<file path="src/rtl/fxp_addsub_pipe.sv">
// Two-stage fixed-point add/subtract with format alignment, rounding, saturation,
// valid/ready handshakes and sticky overflow/underflow status for software readback.
module fxp_addsub_pipe #(
    parameter int I1    = 2,
    parameter int F1    = 14,
    parameter int I2    = 2,
    parameter int F2    = 14,
    parameter int I3    = 2,
    parameter int F3    = 13,
    parameter int CNT_W = 16
) (
    input  logic               clk,
    input  logic               rst_n,
    input  logic               in_valid,
    output logic               in_ready,
    input  logic [I1+F1-1:0]   a,
    input  logic               s1,
    input  logic [I2+F2-1:0]   b,
    input  logic               s2,
    input  logic               sub,
    input  logic               rnd,
    output logic               out_valid,
    input  logic               out_ready,
    output logic [I3+F3-1:0]   c,
    output logic               sign,
    output logic               overflow,
    output logic               underflow,
    input  logic               clr,
    output logic               ovf_sticky,
    output logic               unf_sticky,
    output logic [CNT_W-1:0]   sat_count
);
    localparam int W1  = I1 + F1;
    localparam int W2  = I2 + F2;
    localparam int W3  = I3 + F3;
    localparam int FM  = (F1 > F2) ? F1 : F2;
    localparam int IM  = ((I1 > I2) ? I1 : I2) + 1;
    localparam int WS  = IM + FM + 1;
    localparam int SH  = (FM > F3) ? FM - F3 : 0;
    localparam int PAD = (F3 > FM) ? F3 - FM : 0;
    localparam int WQ  = WS + 1 + PAD;
    localparam int WC  = (WQ > W3 + 1) ? WQ : W3 + 2;

    localparam logic signed [WQ-1:0] HALF =
        (SH > 0) ? (WQ'(1) <<< ((SH > 0) ? SH - 1 : 0)) : '0;
    localparam logic signed [WC-1:0] SMAX = (WC'(1) <<< (W3 - 1)) - WC'(1);
    localparam logic signed [WC-1:0] SMIN = ~SMAX;
    localparam logic signed [WC-1:0] UMAX = (WC'(1) <<< W3) - WC'(1);
    localparam logic [CNT_W-1:0]     CMAX = '1;

    // handshake
    logic s1_valid_q, out_valid_q;
    logic ld1, ld2, out_fire;

    assign out_fire = out_valid_q & out_ready;
    assign ld2      = ~out_valid_q | out_ready;
    assign ld1      = ~s1_valid_q | ld2;
    assign in_ready = ld1;

    // stage 1: exact aligned sum/difference
    logic [WS-1:0] a_x, b_x, sum_d, sum_q;
    logic          sgn1_q, rnd1_q;

    always_comb begin
        a_x   = {{(WS-W1){s1 & a[W1-1]}}, a} << (FM - F1);
        b_x   = {{(WS-W2){s2 & b[W2-1]}}, b} << (FM - F2);
        sum_d = sub ? (a_x - b_x) : (a_x + b_x);
    end

    always_ff @(posedge clk or negedge rst_n) begin
        if (!rst_n) begin
            s1_valid_q <= 1'b0;
            sum_q      <= '0;
            sgn1_q     <= 1'b0;
            rnd1_q     <= 1'b0;
        end else if (ld1) begin
            s1_valid_q <= in_valid;
            if (in_valid) begin
                sum_q  <= sum_d;
                sgn1_q <= s1 | s2 | sub;
                rnd1_q <= rnd;
            end
        end
    end

    // stage 2: quantise, then clamp to the output range
    logic signed [WQ-1:0] r_w, q_w;
    logic signed [WC-1:0] q_c;
    logic [W3-1:0]        c_d, c_q;
    logic                 ovf_d, unf_d, sign_q, ovf_q, unf_q;

    always_comb begin
        r_w   = WQ'($signed(sum_q));
        if (rnd1_q)
            r_w = r_w + HALF;
        q_w   = (r_w >>> SH) <<< PAD;
        q_c   = WC'(q_w);
        c_d   = q_c[W3-1:0];
        ovf_d = 1'b0;
        if (sgn1_q) begin
            if (q_c > SMAX) begin
                c_d   = {1'b0, {(W3-1){1'b1}}};
                ovf_d = 1'b1;
            end else if (q_c < SMIN) begin
                c_d   = {1'b1, {(W3-1){1'b0}}};
                ovf_d = 1'b1;
            end
        end else if (q_c > UMAX) begin
            c_d   = '1;
            ovf_d = 1'b1;
        end
        unf_d = (sum_q != '0) && (c_d == '0) && !ovf_d;
    end

    always_ff @(posedge clk or negedge rst_n) begin
        if (!rst_n) begin
            out_valid_q <= 1'b0;
            c_q         <= '0;
            sign_q      <= 1'b0;
            ovf_q       <= 1'b0;
            unf_q       <= 1'b0;
        end else if (ld2) begin
            out_valid_q <= s1_valid_q;
            if (s1_valid_q) begin
                c_q    <= c_d;
                sign_q <= sgn1_q;
                ovf_q  <= ovf_d;
                unf_q  <= unf_d;
            end
        end
    end

    // status: clear takes effect before an event in the same cycle
    logic             ovf_st_d, ovf_st_q, unf_st_d, unf_st_q;
    logic [CNT_W-1:0] cnt_d, cnt_q;

    always_comb begin
        ovf_st_d = ovf_st_q;
        unf_st_d = unf_st_q;
        cnt_d    = cnt_q;
        if (clr) begin
            ovf_st_d = 1'b0;
            unf_st_d = 1'b0;
            cnt_d    = '0;
        end
        if (out_fire) begin
            if (ovf_q) begin
                ovf_st_d = 1'b1;
                if (cnt_d != CMAX)
                    cnt_d = cnt_d + CNT_W'(1);
            end
            if (unf_q)
                unf_st_d = 1'b1;
        end
    end

    always_ff @(posedge clk or negedge rst_n) begin
        if (!rst_n) begin
            ovf_st_q <= 1'b0;
            unf_st_q <= 1'b0;
            cnt_q    <= '0;
        end else begin
            ovf_st_q <= ovf_st_d;
            unf_st_q <= unf_st_d;
            cnt_q    <= cnt_d;
        end
    end

    assign out_valid  = out_valid_q;
    assign c          = c_q;
    assign sign       = sign_q;
    assign overflow   = ovf_q;
    assign underflow  = unf_q;
    assign ovf_sticky = ovf_st_q;
    assign unf_sticky = unf_st_q;
    assign sat_count  = cnt_q;
endmodule

</file>
<file path="config.mk">
export PLATFORM = sky130hd
export DESIGN_NAME = fxp_addsub_pipe
export DESIGN_NICKNAME = d
export VERILOG_FILES = /design/src/rtl/fxp_addsub_pipe.sv
export SDC_FILE = /design/constraint.sdc
export NUM_CORES = 1
export LEC_CHECK = 0
export BUFFER_PORTS_ARGS = -buffer_cell sky130_fd_sc_hd__buf_2
export CAP_MARGIN = 20
export CORE_MARGIN = 4
export CORE_UTILIZATION = 25
export DETAILED_ROUTE_END_ITERATION = 8
export GPL_TIMING_DRIVEN = 0
export SETUP_SLACK_MARGIN = 0.1
export SKIP_CTS_REPAIR_TIMING = 1
export SLEW_MARGIN = 20
export SYNTH_ARGS = -nofsm -noshare
export SYNTH_HDL_FRONTEND = slang
export SYNTH_SLANG_ARGS = --single-unit
</file>
<file path="constraint.sdc">
create_clock -name clk -period 3.15 [get_ports clk]
set_input_delay 0.63 -clock clk [delete_from_list [all_inputs] [get_ports clk]]
set_output_delay 0.63 -clock clk [all_outputs]
set_load 0.05 [all_outputs]
</file>
Yosys cells after proc, flatten, opt, wreduce, memory -nomap -nowiden:

Index checks and enable logic that the tools add are counted.

* latch bits: 0
* bits in read-only memories: 0
* word-level logic and storage cells: 56
* memories: 0
* RAM bits: 0
* bits in registers: 58

* div/mod/pow operators: 0
* equality and inequality tests: 1
* multiplexer cells: 20
* bitwise operators: 9
* reduce and logical (&&, ||, !) cells: 7
* $lt $le $gt $ge: 3
* $add $sub $neg: 4
* multipliers: 0
* shift-type cells: 0

Operators by type and width (number)
* $mux 16: 4
* $mux 15: 4
* $add 18x2->19 const B: 1
* $mux 19: 1
* $add 17x17->18: 1
* $gt 18x15->1 const B: 1
* $gt 18x16->1 const B: 1
* $lt 18x15->1 const B: 1
* $mux 18: 1
* $reduce_bool 18->1: 1
* $sub 17x17->18: 1
* $add 16x1->16 const B: 1
* $ne 16x16->1 const B: 1
* $logic_not 15->1: 1
* $mux 1: 10
* $or 1x1->1: 4
* $reduce_and 2->1: 2
* $and 1x1->1: 3
* $logic_and 1x1->1: 2
* $not 1->1: 2
* $logic_not 1->1: 1

Logic depth before layout (Yosys ltp):

Gate-level depths: netlist (run 1).

* word-level depth: 9
* depth in mapped cells: 15
* gate-level depth less buffers: 15

Worst setup path after synthesis (run 1):

No wires, ideal clock.

* path kind: input -> register
* from: in b[3]
* to: reg sum_q[17]
* setup slack: -0.148 ns
* cell stages on the path: 12
* arrival: 3.188 ns
* required time: 3.040 ns
* cell sequence: or4_1 > nor3_1 > nor2_1 > xnor2_1 > ha_1 > o211ai_1 > a22oi_1 > o21ai_0 > o31ai_1 > nand2_1 > mux2i_1 > o41ai_1

* word-level cells in the longest chain between the ends: 2
* elaborated cells on any way between the ends: 3

RTL lines
* start: declaration: line 18 `input logic [I2+F2-1:0] b,`
* $add 17x17->18 / $sub 17x17->18 (equally long branches): line 67 `sum_d = sub ? (a_x - b_x) : (a_x + b_x);`
* $mux 18 *: line 67
* end signal: assignment: line 79 `sum_q <= sum_d;`
* end: declaration: line 61 `logic [WS-1:0] a_x, b_x, sum_d, sum_q;`

Every way passes the cells marked *; elsewhere a longest branch is shown, timed or not.
A chain may end at the register's enable or synchronous reset.

Worst setup path after layout (run 1):

* from: in b[0]
* to: reg sum_q[16]

Same word-level chain as after synthesis.

==> impl_metrics.toml, run 1 <==
[cells_and_area]
fillers = 1768
drive_gt1_share_pct = 25.4
syn2layout_area_growth_pct = 29.4
n_antenna_cell = 0
regArea_mm2 = 0.00145
layout.nets = 673
multiInputGateArea_mm2 = 0.00277

[logic_synthesis]
synth_flop_cell = "dfrtp_1"
async_flop_share_pct = 100
synth_edf_count = 0
syn_inst = 509
ys_warn_count = 0
postSynthNetCount = 572
ys_seq_area_share_pct = 34.2
synth.distinct_cells = 58
synth-seq-cells = 58
netlist_area_mm2 = 0.00424
syn_avg_cell_area_um2 = 8.34

[sta]
hold_viol = 0
period_minus_slack_ns = 3.14
final.setup.tns_ns = 0
fin_skew_ns = 0.00807
slew_headroom_pct = 49.5
rsz0062_at_grt = "yes"
drv_slew = 0
fin_crit_sh_pct = 99.6
tightest_slew_ns = 0.757
timing.fmax_ghz = 0.319
setup_viol = 0

[critical_path]
worst_setup_path_end_kind = "flop"
cp.required_ns = 3.38
r2r_slack_ns = 0.41
crit_family = "simple AND/OR/NAND/NOR gates"
worstPathMaxFanout = 4
cp.buffers_inverters = 2
slowest_delay_ns = 0.45
cp.arrival_ns = 3.37
crit_type = "in -> reg"
cp_cell_sequence = "buf_8, buf_4, or4_4, nor4_4, nor2_1, xnor2_1, ha_1, nand3_4, o211ai_1, nor3_2, a21boi_2, o21a_1, o21a_1, o31ai_2"
crit_top_cell = "o21a_1"
start_kind = "primary input"
crit_slowest_cell = "or4_4"

[global_routing]
track_usage_pct = 11.1
grt_first_pass_wirelength_mm = 18.1
antenna_found_initial = 0
grt_max_degree = 59
grt_overflow_total = 0
grt_pass1_vias = 3654

[drt]
drtAntennaViolNets = 0
drtIter0Drc = 135
post_drt_wl_per_cell_um = 13.1
vias_per_cell = 4.68
drt_pass1_iterations = 4
vias = 3904
drt_wl_total_mm = 10.9
drc = 0

[floorplan]
die_y_um = 138
start_util_pct = 25.6
core_area_mm2 = 0.0166
rows = 47
die-area_mm2 = 0.0191
die_w_um = 138
num_io_pins = 79

[power_and_ir_drop]
switchingPower_mw = 1.43
p_per_area_mw_per_mm2 = 623
power_frac_seq_pct = 29.9
internal_power_mw = 1.99
swShare_pct = 41.8
combinationalPowerShare_pct = 42.0
ir_drop_uv = 249
clkPwrFrac_pct = 28.1
leakagePower_nw = 2.37
p_total_mw = 3.42

[placement]
gp_congestion = 0.807
io_buffers = 78
hpwl_mm = 8.18

[clock_network]
cts_tree = "built"
root_buffer = "clkbuf_16"
numCtsBuffers = 9
htreeDepth = 3
cts_sinks = 58
clock_latency_ns = 0.32
clkTransAtPathRegs_ns = 0.06
clk_path_buf_depth = 2

[job]
cap_violations = 0

[status]
status = "completed"

[hold_path]
hold_path_class = "in -> async"
[layout make-up]
type | count | share of cell area (%)
sequential | 58 | 26.4
clock inverter | 6 | 1.23
clock buffer | 10 | 4.17
inverter | 14 | 1.05
multi-input combinational | 411 | 50.4
buffer | 26 | 2.48
timing repair buffer | 90 | 9.20
tap | 220 | 5.01
[logic make-up (layout without fill, tap and decap cells)]
group | Yosys count | after routing | synth area share [%]
AOI/OAI and AO/OA | 110 | 110 | 16.3
adders and majority gates | 22 | 22 | 6.66
xor gates and xnor gates | 48 | 48 | 9.91
and+or+nand+nor | 221 | 221 | 26.1
muxes | 10 | 10 | 2.48
buffers and inverters | 40 | 146 | 4.36
DFF | 58 | 58 | 34.2
[per-layer routing]
layer  global-route usage (%)  up-vias  wire [um]
met4                     2.96        0         96
met5                        0        -          0
met2                     17.2       88       4810
met1                     15.9     1772       5520
met3                     2.31        7        477
li1                         -     2037          -
[final timing paths]
check / from / endpoint / cells after the start
max: b[0] / sum_q[16] / 14
max in group asynchronous: rst_n / sum_q[12] / 1
min reg2reg: s1_valid_q / out_valid / 1
max reg2reg: sum_q[1] / c[11] / 10
min in group clk: s1_valid_q / out_valid / 1
min: rst_n / sat_count[11] / 1
[power groups by stage]
| stage | logic (mW) | clock network [mW] | registers, mW |
|---|---|---|---|
| 2_1_floorplan | 0.675 | 0 | 1.35 |
| 3_3_place_gp | 1.35 | 0 | 1.03 |
| 3_5_place_dp | 1.36 | 0 | 1.04 |
| 4_1_cts | 1.36 | 0.989 | 1.02 |
| 5_1_grt | 1.58 | 1.02 | 1.05 |
| 6_report | 1.44 | 0.963 | 1.02 |
[through the flow]
step                instance area (um2)  utilization, %  setup slack, ns  hold slack, ns  std cells
finish                             5490            33.1           0.0123           0.382        835
global route                       5490            33.1           -0.167           0.457        835
CTS                                5220            31.5           -0.252           0.402        823
detailed placement                 4930            29.7           -0.570           0.483        807
global placement                   4920            29.7           -0.526           0.461        807
floorplan                          4260               -          -0.0918           0.334        509
[cells in the mapped netlist (2+ instances only)]
master,number,share of area [%]
a211oi_1,4,0.71
nor3_2,2,0.47
xor2_1,16,3.3
buf_6,3,0.80
o21a_1,4,0.71
mux2_2,4,1.1
ha_1,21,6.2
nor2_1,51,4.5
and3_1,3,0.44
mux2i_1,6,1.4
nand3b_1,2,0.35
and4_1,5,1.0
a2111o_1,2,0.53
a21oi_1,27,3.2
nand4_1,9,1.3
o31ai_1,8,1.4
nor3b_1,2,0.35
o21ai_0,27,3.2
inv_1,14,1.2
o21bai_1,3,0.53
a31oi_1,17,2.5
nand2_1,66,5.8
buf_2,7,0.83
xnor2_1,32,6.6
or3_1,5,0.74
and2_1,2,0.29
clkbuf_1,14,1.2
nor2b_1,11,1.6
dfrtp_1,58,34
nand2b_1,8,1.2
nor3_1,22,2.6
or4_1,3,0.53
a2111oi_0,2,0.41
nand3_1,14,1.7
nor4_1,8,1.2
o211ai_1,3,0.53
a21o_1,3,0.53
[flip-flops by register name, summed over array words and instances, names as in the netlist]
signal and flops:
underflow 1, sum_q 18, sign 1, overflow 1, rnd1_q 1, sat_count 16, s1_valid_q 1, ovf_sticky 1
unf_sticky 1, sgn1_q 1, out_valid 1, c 15
[placed cells by master, fill, tap and decap left out, types with 6 or more instances in the layout]
cell type and count:
clkbuf_16 9, nor2_1 49, dfrtp_1 58, o21ai_0 22
a21oi_1 24, a31oi_1 17, buf_4 14, nor2b_1 11
mux2i_1 6, xor2_1 16, clkbuf_1 14, nor3_1 18
nand4_1 9, nand2_1 65, nand3_1 13, ha_1 18
inv_1 12, buf_2 80, xnor2_1 32, nor4_1 7
nand2b_1 8
No activity file was read; power rests on OpenSTA's default activity.
==> run 2, diff against run 1 <==
--- a/config.mk
+++ b/config.mk
@@ -6,11 +6,14 @@
 export NUM_CORES = 1
 export LEC_CHECK = 0
 export BUFFER_PORTS_ARGS = -buffer_cell sky130_fd_sc_hd__buf_2
-export CAP_MARGIN = 20
+export CELL_PAD_IN_SITES_DETAIL_PLACEMENT = 0
+export CELL_PAD_IN_SITES_GLOBAL_PLACEMENT = 1
 export CORE_MARGIN = 4
 export CORE_UTILIZATION = 25
 export DETAILED_ROUTE_END_ITERATION = 8
 export GPL_TIMING_DRIVEN = 0
+export PLACE_DENSITY_LB_ADDON = 0.1
+export RECOVER_POWER = 25
 export SETUP_SLACK_MARGIN = 0.1
 export SKIP_CTS_REPAIR_TIMING = 1
 export SLEW_MARGIN = 20
==> impl_metrics.toml, run 2 (synthesis results as in run 1) <==
[clock_network]
clk_path_buf_depth = 2
clkTransAtPathRegs_ns = 0.05
cts_sinks = 58
htreeDepth = 3
root_buffer = "clkbuf_16"
cts_tree = "built"
clock_latency_ns = 0.33
numCtsBuffers = 9

[drt]
post_drt_wl_per_cell_um = 14.3
wl_met2_mm = 5.17
vias = 3905
drt_pass1_iterations = 4
routed.top_layer = "met4"
drc = 0
wl_met1_mm = 6.15
drt_wl_total_mm = 11.9
drtIter0Drc = 129
drtAntennaViolNets = 0
met3WireLength_um = 436
vias_per_cell = 4.67

[floorplan]
core_area_mm2 = 0.0166
die_y_um = 138
start_util_pct = 25.6
rows = 47
num_io_pins = 79
die_w_um = 138
die-area_mm2 = 0.0191

[critical_path]
worstPathMaxFanout = 5
crit_path_end = "sum_q[16]"
crit_type = "in -> reg"
r2r_slack_ns = 0.38
crit_start = "b[0]"
cp.required_ns = 3.38
start_kind = "primary input"
worst_setup_path_end_kind = "flop"
timing.rr.start = "sum_q[1]"
cp.arrival_ns = 3.37
worstRegToRegCells = 10
rr_endpoint = "c[10]"

[sta]
setup_ws_ns = 0.0168
setup_viol = 0
fin_crit_sh_pct = 99.5
drv_slew = 0
final.setup.tns_ns = 0
period_minus_slack_ns = 3.13
fin_skew_ns = 0.00560
rsz0062_at_grt = "yes"
tightest_slew_ns = 1.27
hold_viol = 0
timing.fmax_ghz = 0.319
slew_headroom_pct = 15.0

[power_and_ir_drop]
p_per_area_mw_per_mm2 = 637
internal_power_mw = 2.09
combinationalPowerShare_pct = 41.0
p_total_mw = 3.51
ir_drop_uv = 358
swShare_pct = 40.5
switchingPower_mw = 1.42
power_frac_seq_pct = 29.2
clkPwrFrac_pct = 29.9
leakagePower_nw = 2.40

[cells_and_area]
final_common_cell = "buf_2"
largest_reg_flops = 18
top_register = "sum_q"
syn2layout_area_growth_pct = 30.0
fin_cells = 837
final_cell_mix = "buf_2 (82), nand2_1 (65), dfrtp_1 (58)"
layout.nets = 675
drive_gt1_share_pct = 25.4
fillers = 1818
post-route-util_pct = 33.3
n_antenna_cell = 0

[global_routing]
track_usage_pct = 12.4
grt_pass1_vias = 3788
grt_overflow_total = 0
grt_first_pass_wirelength_mm = 19.8
antenna_found_initial = 0
grt_max_degree = 37

[placement]
place_inst = 808
hpwl_mm = 9.34
io_buffers = 78
gp_congestion = 0.795
post-place-ws_ns = -0.586

[status]
status = "completed"

[job]
cap_violations = 0

[hold_path]
hold_path_class = "reg -> reg"
## run 2: how the worst min path moves through the flow
stage                  to        from  cells past startpoint  slack [ns]
2_1_floorplan        c[0]       rst_n                      0        0.33
6_report        out_valid  s1_valid_q                      1        0.50
3_3_place_gp    out_valid  s1_valid_q                      1        0.46
5_1_grt        s1_valid_q    in_valid                      2        0.52
4_1_cts            rnd1_q       rst_n                      1        0.20
3_5_place_dp    out_valid  s1_valid_q                      1        0.48
## run 2: area by class of cell
type                    instances  area, um2  share of cell area (%)
repair buffers                 92        508                    9.21
inverters                      14       52.6                   0.953
flip-flops and latches         58       1450                    26.3
clock inverters                 5       77.6                    1.41
plain buffers                  26        134                    2.43
clock buffers                  11        243                    4.40
multi-input cells             411       2770                    50.3
well taps                     220        275                    4.99
## run 2: worst max-delay path, cell delays in order
cell and delay, ns:
buf_8 0.10, inv_2 0.06, ha_4 0.14, nand2_2 0.05
or4_4 0.48, nor3_4 0.12, nor2_1 0.06, xnor2_1 0.13
ha_1 0.37, nand3_2 0.13, o211ai_1 0.15, nor3_2 0.26
a21boi_2 0.11, o21a_1 0.21, o21a_1 0.17, o31ai_1 0.19
## run 2: metrics by stage
| step | cell area (um2) | hold WS [ns] |
|---|---|---|
| final | 5520 | 0.497 |
| after global routing | 5520 | 0.520 |
| after CTS | 5270 | 0.199 |
| after detailed placement | 4950 | 0.477 |
| after global placement | 4920 | 0.462 |
| after floorplan | 4260 | 0.334 |
## run 2: power groups by stage
stage	registers [mW]	clock network, mW	logic, mW
2_1_floorplan	1.35	0	0.675
3_3_place_gp	1.03	0	1.37
3_5_place_dp	1.04	0	1.37
4_1_cts	1.03	1.09	1.38
5_1_grt	1.05	1.11	1.59
6_report	1.02	1.05	1.44
## run 2: layer usage
metal / global-route usage (%) / vias to the layer above
met2: 18.4 / 83
met4: 4.63 / 0
li1: - / 2028
met3: 2.59 / 12
met1: 17.8 / 1782
met5: 0 / -
==> run 3, diff against run 2 <==
--- a/config.mk
+++ b/config.mk
@@ -11,8 +11,9 @@
 export CORE_MARGIN = 4
 export CORE_UTILIZATION = 25
 export DETAILED_ROUTE_END_ITERATION = 8
+export GPL_ROUTABILITY_DRIVEN = 0
 export GPL_TIMING_DRIVEN = 0
-export PLACE_DENSITY_LB_ADDON = 0.1
+export PLACE_DENSITY = 0.65
 export RECOVER_POWER = 25
 export SETUP_SLACK_MARGIN = 0.1
 export SKIP_CTS_REPAIR_TIMING = 1
==> constraint.sdc (replaced) <==
create_clock -name clk -period 2.5 [get_ports clk]
set_input_delay 0.5 -clock clk [delete_from_list [all_inputs] [get_ports clk]]
set_output_delay 0.5 -clock clk [all_outputs]
set_load 0.05 [all_outputs]
==> impl_metrics.toml, run 3 (synthesis results as in run 1) <==
[cells_and_area]
n_antenna_cell = 0
layout.nets = 686
final_cell_mix = "buf_2 (75), nand2_1 (62), dfrtp_1 (55)"
final_common_cell = "buf_2"
fillers = 1756
largest_reg_flops = 18
top_register = "sum_q"
multiInputGateArea_mm2 = 0.00284
regArea_mm2 = 0.00146
syn2layout_area_growth_pct = 34.4
drive_gt1_share_pct = 30.1
stdcell_area_mm2 = 0.00570

[global_routing]
grt_overflow_total = 0
track_usage_pct = 11.8
grt_max_degree = 59
grt_first_pass_wirelength_mm = 19.0
antenna_found_initial = 0
grt_pass1_vias = 3852

[critical_path]
worstRegToRegCells = 9
crit_path_end = "sum_q[17]"
rr_endpoint = "c[1]"
r2r_slack_ns = 0.16
cp.buffers_inverters = 1
worst_setup_path_end_kind = "flop"
timing.rr.start = "rnd1_q"
crit_type = "in -> reg"
cp.depth = 13
start_kind = "primary input"
cp.arrival_ns = 3.30
crit_family = "simple AND/OR/NAND/NOR gates"
crit_start = "b[3]"
crit_slowest_cell = "or4_4"
worstPathMaxFanout = 4
cp_cell_sequence = "buf_8, or4_4, nor4_4, nor2_1, xnor2_1, ha_1, nand3_2, o211ai_1, nor3_2, o31ai_2, nand2_1, mux2i_1, o41ai_2"
slowest_delay_ns = 0.57
cp.required_ns = 2.72

[drt]
drtIter0Drc = 127
vias_per_cell = 4.74
drtAntennaViolNets = 0
post_drt_wl_per_cell_um = 13.6
drt_pass1_iterations = 4
vias = 4023
drt_wl_total_mm = 11.5
drc = 0

[sta]
hold_viol = 0
setup_ws_ns = -0.583
fin_skew_ns = 0.00805
tightest_slew_ns = 1.46
fin_hold_ws_ns = 0.381
slew_headroom_pct = 2.90
rsz0062_at_grt = "yes"
drv_slew = 0
timing.fmax_ghz = 0.324
setup_viol = 9
period_minus_slack_ns = 3.08
fin_crit_sh_pct = 123

[power_and_ir_drop]
p_per_area_mw_per_mm2 = 782
leakagePower_nw = 2.47
ir_drop_uv = 291
p_total_mw = 4.46

[clock_network]
cts_tree = "built"
cts_sinks = 58
htreeDepth = 3
root_buffer = "clkbuf_16"
clkTransAtPathRegs_ns = 0.05
clk_path_buf_depth = 2
clock_latency_ns = 0.32
numCtsBuffers = 9

[placement]
placed_area_mm2 = 0.00494
hpwl_mm = 8.76
io_buffers = 78

[floorplan]
num_io_pins = 79
rows = 47
die_w_um = 138
die-area_mm2 = 0.0191
start_util_pct = 25.6
die_y_um = 138
core_area_mm2 = 0.0166

[job]
cap_violations = 0

[status]
violations = "setup timing"
status = "finished with violations"

[hold_path]
hold_path_class = "in -> reg"
-- run 3: area by class of cell --
type                    instances  area share [%]
plain buffers                  24            2.65
flip-flops and latches         58            25.5
clock buffers                  10            4.19
clock inverters                 6            1.16
repair buffers                105            11.0
multi-input cells             411            49.7
well taps                     220            4.83
inverters                      14           0.965
-- run 3: per-stage QoR --
step                utilization [%]  setup TNS (ns)  setup WS (ns)  std cells
global placement               29.8          -13.16          -1.04        807
global route                   34.4           -4.54         -0.751        848
floorplan                         -           -3.07         -0.608        509
CTS                            31.7           -9.81         -0.773        823
detailed placement             29.8          -13.98          -1.11        807
finish                         34.4           -2.96         -0.583        848
-- run 3: report_power, final --
part	switching, mW	internal (mW)
Sequential	0.172	1.15
Clock	0.441	0.797
Combinational	1.23	0.676
-- run 3: how the worst min path moves through the flow --
| stage | cells past startpoint | slack, ns | start | to |
|---|---|---|---|---|
| floorplan | 0 | 0.20 | rst_n | c[0] |
| global placement | 1 | 0.48 | s1_valid_q | out_valid |
| detailed placement | 1 | 0.48 | s1_valid_q | out_valid |
| CTS | 1 | 0.28 | rst_n | rnd1_q |
| global route | 2 | 0.38 | in_valid | s1_valid_q |
| finish | 2 | 0.38 | in_valid | s1_valid_q |
-- run 3: per-layer routing --
| metal | up-vias | global-route usage [%] | share of wire (%) |
|---|---|---|---|
| met3 | 13 | 2.66 | 4.2 |
| met1 | 1866 | 16.1 | 49 |
| li1 | 2049 | - | - |
| met4 | 0 | 3.54 | 1.2 |
| met2 | 95 | 18.6 | 46 |
| met5 | - | 0 | 0 |
-- run 3: worst register-to-register path, stage by stage (launching register included) --
cell and delay, ns:
dfrtp_1 0.32, clkbuf_4 0.18, nand3_2 0.13, or3_4 0.45, nor3_4 0.27, xnor2_2 0.15
nor2b_1 0.10, o31ai_4 0.33, buf_6 0.17, a31oi_1 0.09
